## config.mk

```make
export PLATFORM = sky130hd
export DESIGN_NAME = cache_ctrl
export DESIGN_NICKNAME = d
export VERILOG_FILES = /design/src/rtl/cache_ctrl.sv
export SDC_FILE = /design/constraint.sdc
export NUM_CORES = 1
export LEC_CHECK = 0
export ABC_CLOCK_PERIOD_IN_PS = 12770
export BUFFER_PORTS_ARGS = -buffer_cell sky130_fd_sc_hd__buf_4
export CAP_MARGIN = 20
export CORE_MARGIN = 5
export CORE_UTILIZATION = 45
export DETAILED_ROUTE_END_ITERATION = 12
export HOLD_SLACK_MARGIN = 0.15
export PLACE_DENSITY = 0.6
export SYNTH_ARGS = -nofsm -noshare
export SYNTH_HDL_FRONTEND = slang
export SYNTH_SLANG_ARGS = --single-unit
```

## constraint.sdc

```tcl
create_clock -name clk -period 12.77 [get_ports clk]
set_input_delay 2.554 -clock clk [delete_from_list [all_inputs] [get_ports clk]]
set_output_delay 2.554 -clock clk [all_outputs]
set_load 0.02 [all_outputs]
```

## src/rtl/cache_ctrl.sv

```systemverilog
// cache_ctrl: 8-set, 4-way write-back/write-allocate cache controller.
// Tags/state live here; line data sits in an external 1-cycle SRAM.
module cache_ctrl #(
   parameter int ADDR_W = 12,
   parameter int DATA_W = 16
) (
   input  logic              clk,
   input  logic              rst_n,
   input  logic              req_valid,
   output logic              req_ready,
   input  logic              req_we,
   input  logic [ADDR_W-1:0] req_addr,
   input  logic [DATA_W-1:0] req_wdata,
   output logic              resp_valid,
   output logic [DATA_W-1:0] resp_rdata,
   output logic              da_en,
   output logic              da_we,
   output logic [2:0]        da_set,
   output logic [1:0]        da_way,
   output logic [3:0]        da_word,
   output logic [DATA_W-1:0] da_wdata,
   input  logic [DATA_W-1:0] da_rdata,
   output logic              mem_req,
   output logic              mem_we,
   output logic [ADDR_W-1:0] mem_addr,
   output logic [DATA_W-1:0] mem_wdata,
   input  logic              mem_ack,
   input  logic [DATA_W-1:0] mem_rdata
);

   localparam logic [2:0] IDLE   = 3'd0;
   localparam logic [2:0] LOOKUP = 3'd1;
   localparam logic [2:0] WB_RD  = 3'd2;
   localparam logic [2:0] WB_MEM = 3'd3;
   localparam logic [2:0] REFILL = 3'd4;
   localparam logic [2:0] RESP   = 3'd5;

   logic [2:0]        state_q, state_d;
   logic [3:0]        word_q, word_d;
   logic [1:0]        vic_q;
   logic              we_q;
   logic [4:0]        tag_q;
   logic [2:0]        set_q;
   logic [3:0]        off_q;
   logic [DATA_W-1:0] wdata_q;
   logic [DATA_W-1:0] wb_q;
   logic              fresh_q;

   logic [4:0] tags_q  [8][4];
   logic       valid_q [8][4];
   logic       dirty_q [8][4];
   logic [1:0] age_q   [8][4];

   logic       hit;
   logic [1:0] hit_way;
   logic [1:0] vic_way;
   logic       last_word;

   assign last_word = (word_q == 4'hF);

   // Tag compare and victim choice for the latched set
   always_comb begin
      hit     = 1'b0;
      hit_way = 2'd0;
      vic_way = 2'd0;
      for (int w = 3; w >= 0; w--) begin
         if (valid_q[set_q][w] && tags_q[set_q][w] == tag_q) begin
            hit     = 1'b1;
            hit_way = 2'(w);
         end
      end
      for (int w = 0; w < 4; w++) begin
         if (age_q[set_q][w] == 2'd3) vic_way = 2'(w);
      end
      for (int w = 3; w >= 0; w--) begin
         if (!valid_q[set_q][w]) vic_way = 2'(w);
      end
   end

   // Next state and all outputs of the controller
   always_comb begin
      state_d    = state_q;
      word_d     = word_q;
      req_ready  = 1'b0;
      resp_valid = 1'b0;
      resp_rdata = '0;
      da_en      = 1'b0;
      da_we      = 1'b0;
      da_set     = '0;
      da_way     = '0;
      da_word    = '0;
      da_wdata   = '0;
      mem_req    = 1'b0;
      mem_we     = 1'b0;
      mem_addr   = '0;
      mem_wdata  = '0;
      unique case (state_q)
         IDLE: begin
            req_ready = rst_n;
            if (req_valid) state_d = LOOKUP;
         end
         LOOKUP: begin
            if (hit) begin
               da_en    = 1'b1;
               da_we    = we_q;
               da_set   = set_q;
               da_way   = hit_way;
               da_word  = off_q;
               da_wdata = we_q ? wdata_q : '0;
               state_d  = RESP;
            end else if (valid_q[set_q][vic_way] &&
                         dirty_q[set_q][vic_way]) begin
               state_d = WB_RD;
            end else begin
               state_d = REFILL;
            end
         end
         WB_RD: begin
            da_en   = 1'b1;
            da_set  = set_q;
            da_way  = vic_q;
            da_word = word_q;
            state_d = WB_MEM;
         end
         WB_MEM: begin
            mem_req   = 1'b1;
            mem_we    = 1'b1;
            mem_addr  = {tags_q[set_q][vic_q], set_q, word_q};
            mem_wdata = fresh_q ? da_rdata : wb_q;
            if (mem_ack) begin
               word_d  = word_q + 4'd1;
               state_d = last_word ? REFILL : WB_RD;
            end
         end
         REFILL: begin
            mem_req  = 1'b1;
            mem_addr = {tag_q, set_q, word_q};
            if (mem_ack) begin
               da_en    = 1'b1;
               da_we    = 1'b1;
               da_set   = set_q;
               da_way   = vic_q;
               da_word  = word_q;
               da_wdata = mem_rdata;
               word_d   = word_q + 4'd1;
               if (last_word) state_d = LOOKUP;
            end
         end
         RESP: begin
            resp_valid = 1'b1;
            resp_rdata = we_q ? '0 : da_rdata;
            state_d    = IDLE;
         end
         default: state_d = IDLE;
      endcase
   end

   // Control registers: state, word counter, latched request, WB data
   always_ff @(posedge clk or negedge rst_n) begin
      if (!rst_n) begin
         state_q <= IDLE;
         word_q  <= '0;
         vic_q   <= '0;
         we_q    <= 1'b0;
         tag_q   <= '0;
         set_q   <= '0;
         off_q   <= '0;
         wdata_q <= '0;
         wb_q    <= '0;
         fresh_q <= 1'b0;
      end else begin
         state_q <= state_d;
         word_q  <= word_d;
         fresh_q <= (state_q == WB_RD);
         if (fresh_q) wb_q <= da_rdata;
         if (state_q == IDLE && req_valid) begin
            we_q    <= req_we;
            tag_q   <= req_addr[11:7];
            set_q   <= req_addr[6:4];
            off_q   <= req_addr[3:0];
            wdata_q <= req_wdata;
         end
         if (state_q == LOOKUP && !hit) vic_q <= vic_way;
      end
   end

   // Per-line tag, valid, dirty and LRU age bookkeeping
   always_ff @(posedge clk or negedge rst_n) begin
      if (!rst_n) begin
         for (int s = 0; s < 8; s++) begin
            for (int w = 0; w < 4; w++) begin
               tags_q[s][w]  <= '0;
               valid_q[s][w] <= 1'b0;
               dirty_q[s][w] <= 1'b0;
               age_q[s][w]   <= 2'(w);
            end
         end
      end else begin
         if (state_q == LOOKUP && hit) begin
            for (int w = 0; w < 4; w++) begin
               if (2'(w) == hit_way)
                  age_q[set_q][w] <= 2'd0;
               else if (age_q[set_q][w] < age_q[set_q][hit_way])
                  age_q[set_q][w] <= age_q[set_q][w] + 2'd1;
            end
            if (we_q) dirty_q[set_q][hit_way] <= 1'b1;
         end
         if (state_q == WB_MEM && mem_ack && last_word)
            dirty_q[set_q][vic_q] <= 1'b0;
         if (state_q == REFILL && mem_ack && last_word) begin
            tags_q[set_q][vic_q]  <= tag_q;
            valid_q[set_q][vic_q] <= 1'b1;
            dirty_q[set_q][vic_q] <= 1'b0;
         end
      end
   end

endmodule

```

==> results.ini <==
[status]
status=finished clean

[setup_path]
required_ps=10220
endpoint_kind=output port
start_kind=flop
critPathSlowestCell=dfrtp_4
critical_path_buf_inv_count=3
critical-path-max-stage-delay_ps=890
cp_top_family=compound AO/OA/AOI/OAI gates
crit_path_max_fanout=46
worst_ep_arrival_time_ps=5340
path_class=flop to output port
cp_common_cell=buf_4
worstPathCellList=buf_4 -> nor2_1 -> a221o_1 -> a222oi_1 -> a221oi_1 -> and4_2 -> o41ai_4 -> nor2_2 -> buf_4 -> or2_2 -> buf_4

[cells_and_area]
final_layout_size_suffix_gt1_share_pct=31.94
antenna_cells=0
final_common_cell=dfrtp_1
nets=1717
final_cell_mix=308 x dfrtp_1, 192 x mux2_2, 161 x buf_4, 98 x nand2_1, 92 x mux2i_1
syn_to_final_growth_pct=16.01
fin_area_sq_mm=0.02011
final_util_pct=53.14

[floorplanning]
dieArea_sq_mm=0.04255
rows=71
die_h_um=206.3
die_w_um=206.3
io_pins=140
core_sq_mm=0.03784
start_util_pct=45.81

[placement]
gp_congestion=0.9343
place_area_sq_mm=0.01875
hpwl_mm=35.63
place_ws_ps=5481
port_buffers=139

[clock_tree]
tritoncts=done
cts_buffers=38
htreeDepth=2
clk_latency_ps=550
cts_buffer_depth=3
clockRootBuffer=clkbuf_16
postCtsSetupBuffers=0
ctsHoldBuffers=0
cts_resized=0
cts_sinks=343
clk_pin_slew_ps=60

[logic_synthesis]
synth_warnings=0
synth_edf_count=0
synth_compound_area_share_pct=14.72
synth_simple_gate_area_share_pct=11.15
synth_xor_area_share_pct=0.5558
netlist_area_sq_mm=0.01734
synthCells=1547
syn_area_per_cell_sq_um=11.21
synthFlopType=dfrtp_1
muxShareOfSynthArea_pct=19.21
synthArstFlopShare_pct=100.0
synth_top_family_by_area=multiplexers
synth_seq_area_share_pct=49.74
synth_adder_area_share_pct=0.5774
syn_nets=1620
synth-seq-cells=343
synth_cell_types=88

[power]
p_leak_uw=0.009149
vdd_drop_max_uv=157.1
p_per_area_mw_per_mm2=177.5

[timing]
final.setup.worst_slack_ps=4875
rsz0062_at_grt=no
setup_violations=0
worst_slew_pin_slew_ps=1071
slew_headroom_pct=28.39
min_period_over_period_pct=61.83
fin_skew_ps=19.88
clock.fmax_mhz=126.7
final.min_clock_period_ps=7895
hold_viol=0
finalMaxSlewViolations=0
tns_ps=0

[drt]
via_per_inst=6.027
drt_first_pass_iters=5
drc_errors=0
via_count=13158
ant_nets=0
drt_wl_total_mm=51.84
drtIter0Drc=968
routedWlPerCell_um=23.75

[grt]
grt_overflow_total=0
grt_start_max_net_pins=90
antenna_found_initial=0
grt_pass1_wl_mm=80.53
grt_pass1_vias=13282
gr-usage-all-layers_pct=24.46

[worst_hold_path]
hp-class=flop to flop

[run]
cap_violations=0

[layout make-up]
type                    instances  area (sq um)
clock inverters                16         226.5
flip-flops and latches        343          8630
well taps                     511         639.4
repair buffers                164          1279
clock buffers                  52          1105
multi-input cells            1040          8018
inverters                      57         214.0
fillers                      3366         17730
[cell families (layout without fill, tap and decap cells)]
logic type / Yosys count / count (layout)
buffers and inverters: 164 / 289
DFF: 343 / 343
and+or+nand+nor: 355 / 355
adders and majority gates: 8 / 8
xor gates and xnor gates: 11 / 11
muxes: 297 / 297
AOI/OAI and AO/OA: 369 / 369
[metrics by stage]
stage	cells	total power [uW]	hold WS, ps
global route	2183	3711	480.0
finish	2183	3569	462.6
CTS	2182	3566	465.5
floorplan	1547	1986	426.1
detailed placement	2114	2390	450.8
global placement	2113	2365	444.7
[synth_stat cells (4+ instances only)]
cell type / n / area, sq um
dfrtp_1: 311 / 7782
mux2_2: 192 / 2162
nand2_1: 98 / 367.9
mux2i_1: 92 / 920.9
a21oi_1: 77 / 385.4
clkbuf_1: 72 / 270.3
o21ai_0: 72 / 360.4
nor2_1: 58 / 217.7
inv_1: 56 / 210.2
o22ai_1: 34 / 212.7
and2_1: 33 / 206.5
dfstp_2: 32 / 840.8
or2_2: 31 / 193.9
a22oi_1: 25 / 187.7
a22o_1: 24 / 210.2
a31oi_1: 21 / 131.4
and3_1: 20 / 125.1
nor3_1: 20 / 100.1
buf_2: 18 / 90.09
a2111oi_0: 17 / 148.9
nand2b_1: 15 / 93.84
nand3_1: 13 / 65.06
a211oi_1: 11 / 82.58
nor2b_1: 11 / 68.82
xnor2_1: 10 / 87.58
mux4_2: 9 / 202.7
a21boi_1: 8 / 60.06
a221oi_1: 8 / 70.07
ha_1: 8 / 100.1
a32o_1: 7 / 70.07
o22a_1: 7 / 61.31
buf_4: 6 / 45.04
nand4_1: 6 / 37.54
nor4_1: 6 / 37.54
o211ai_1: 6 / 45.04
a21o_1: 5 / 37.54
buf_1: 5 / 18.77
buf_6: 5 / 56.30
nor4b_1: 5 / 43.79
o32ai_1: 5 / 43.79
mux2_1: 4 / 45.04
nor3_2: 4 / 40.04
o21a_1: 4 / 30.03
or3_1: 4 / 25.02
[sequential cells by signal, summed over array words and instances, names as in the netlist]
register	cells
state_q	3
dirty_q	32
wdata_q	16
fresh_q	1
wb_q	16
age_q	64
vic_q	2
valid_q	32
off_q	4
tag_q	5
word_q	4
tags_q	160
set_q	3
we_q	1
[layer usage]
layer,part of all wire (%),global-route usage [%]
met5,0,0
met4,3.2,7.581
met3,7.6,5.555
met2,45,37.63
met1,44,34.68
[worst paths after layout]
kind | start | endpoint | slack, ps | depth (start not counted)
worst max-delay path | set_q[0]$_DFFE_PN0P_ | da_we | 4870 | 11
worst min-delay path | valid_q[19]$_DFFE_PN0P_ | valid_q[19]$_DFFE_PN0P_ | 460 | 1
worst max register to register | set_q[0]$_DFFE_PN0P_ | age_q[25]$_DFFE_PN1P_ | 6370 | 14
worst min register to register | valid_q[19]$_DFFE_PN0P_ | valid_q[19]$_DFFE_PN0P_ | 460 | 1
max in group asynchronous | rst_n | tags_q[114]$_DFFE_PN0P_ | 8540 | 3
min in group asynchronous | rst_n | age_q[30]$_DFFE_PN0P_ | 2030 | 1
[report_power, final]
group / internal, uW / switching [uW]
Sequential: 1180 / 114
Combinational: 358 / 749
Clock: 710 / 460
No activity file was read; power rests on OpenSTA's default activity.
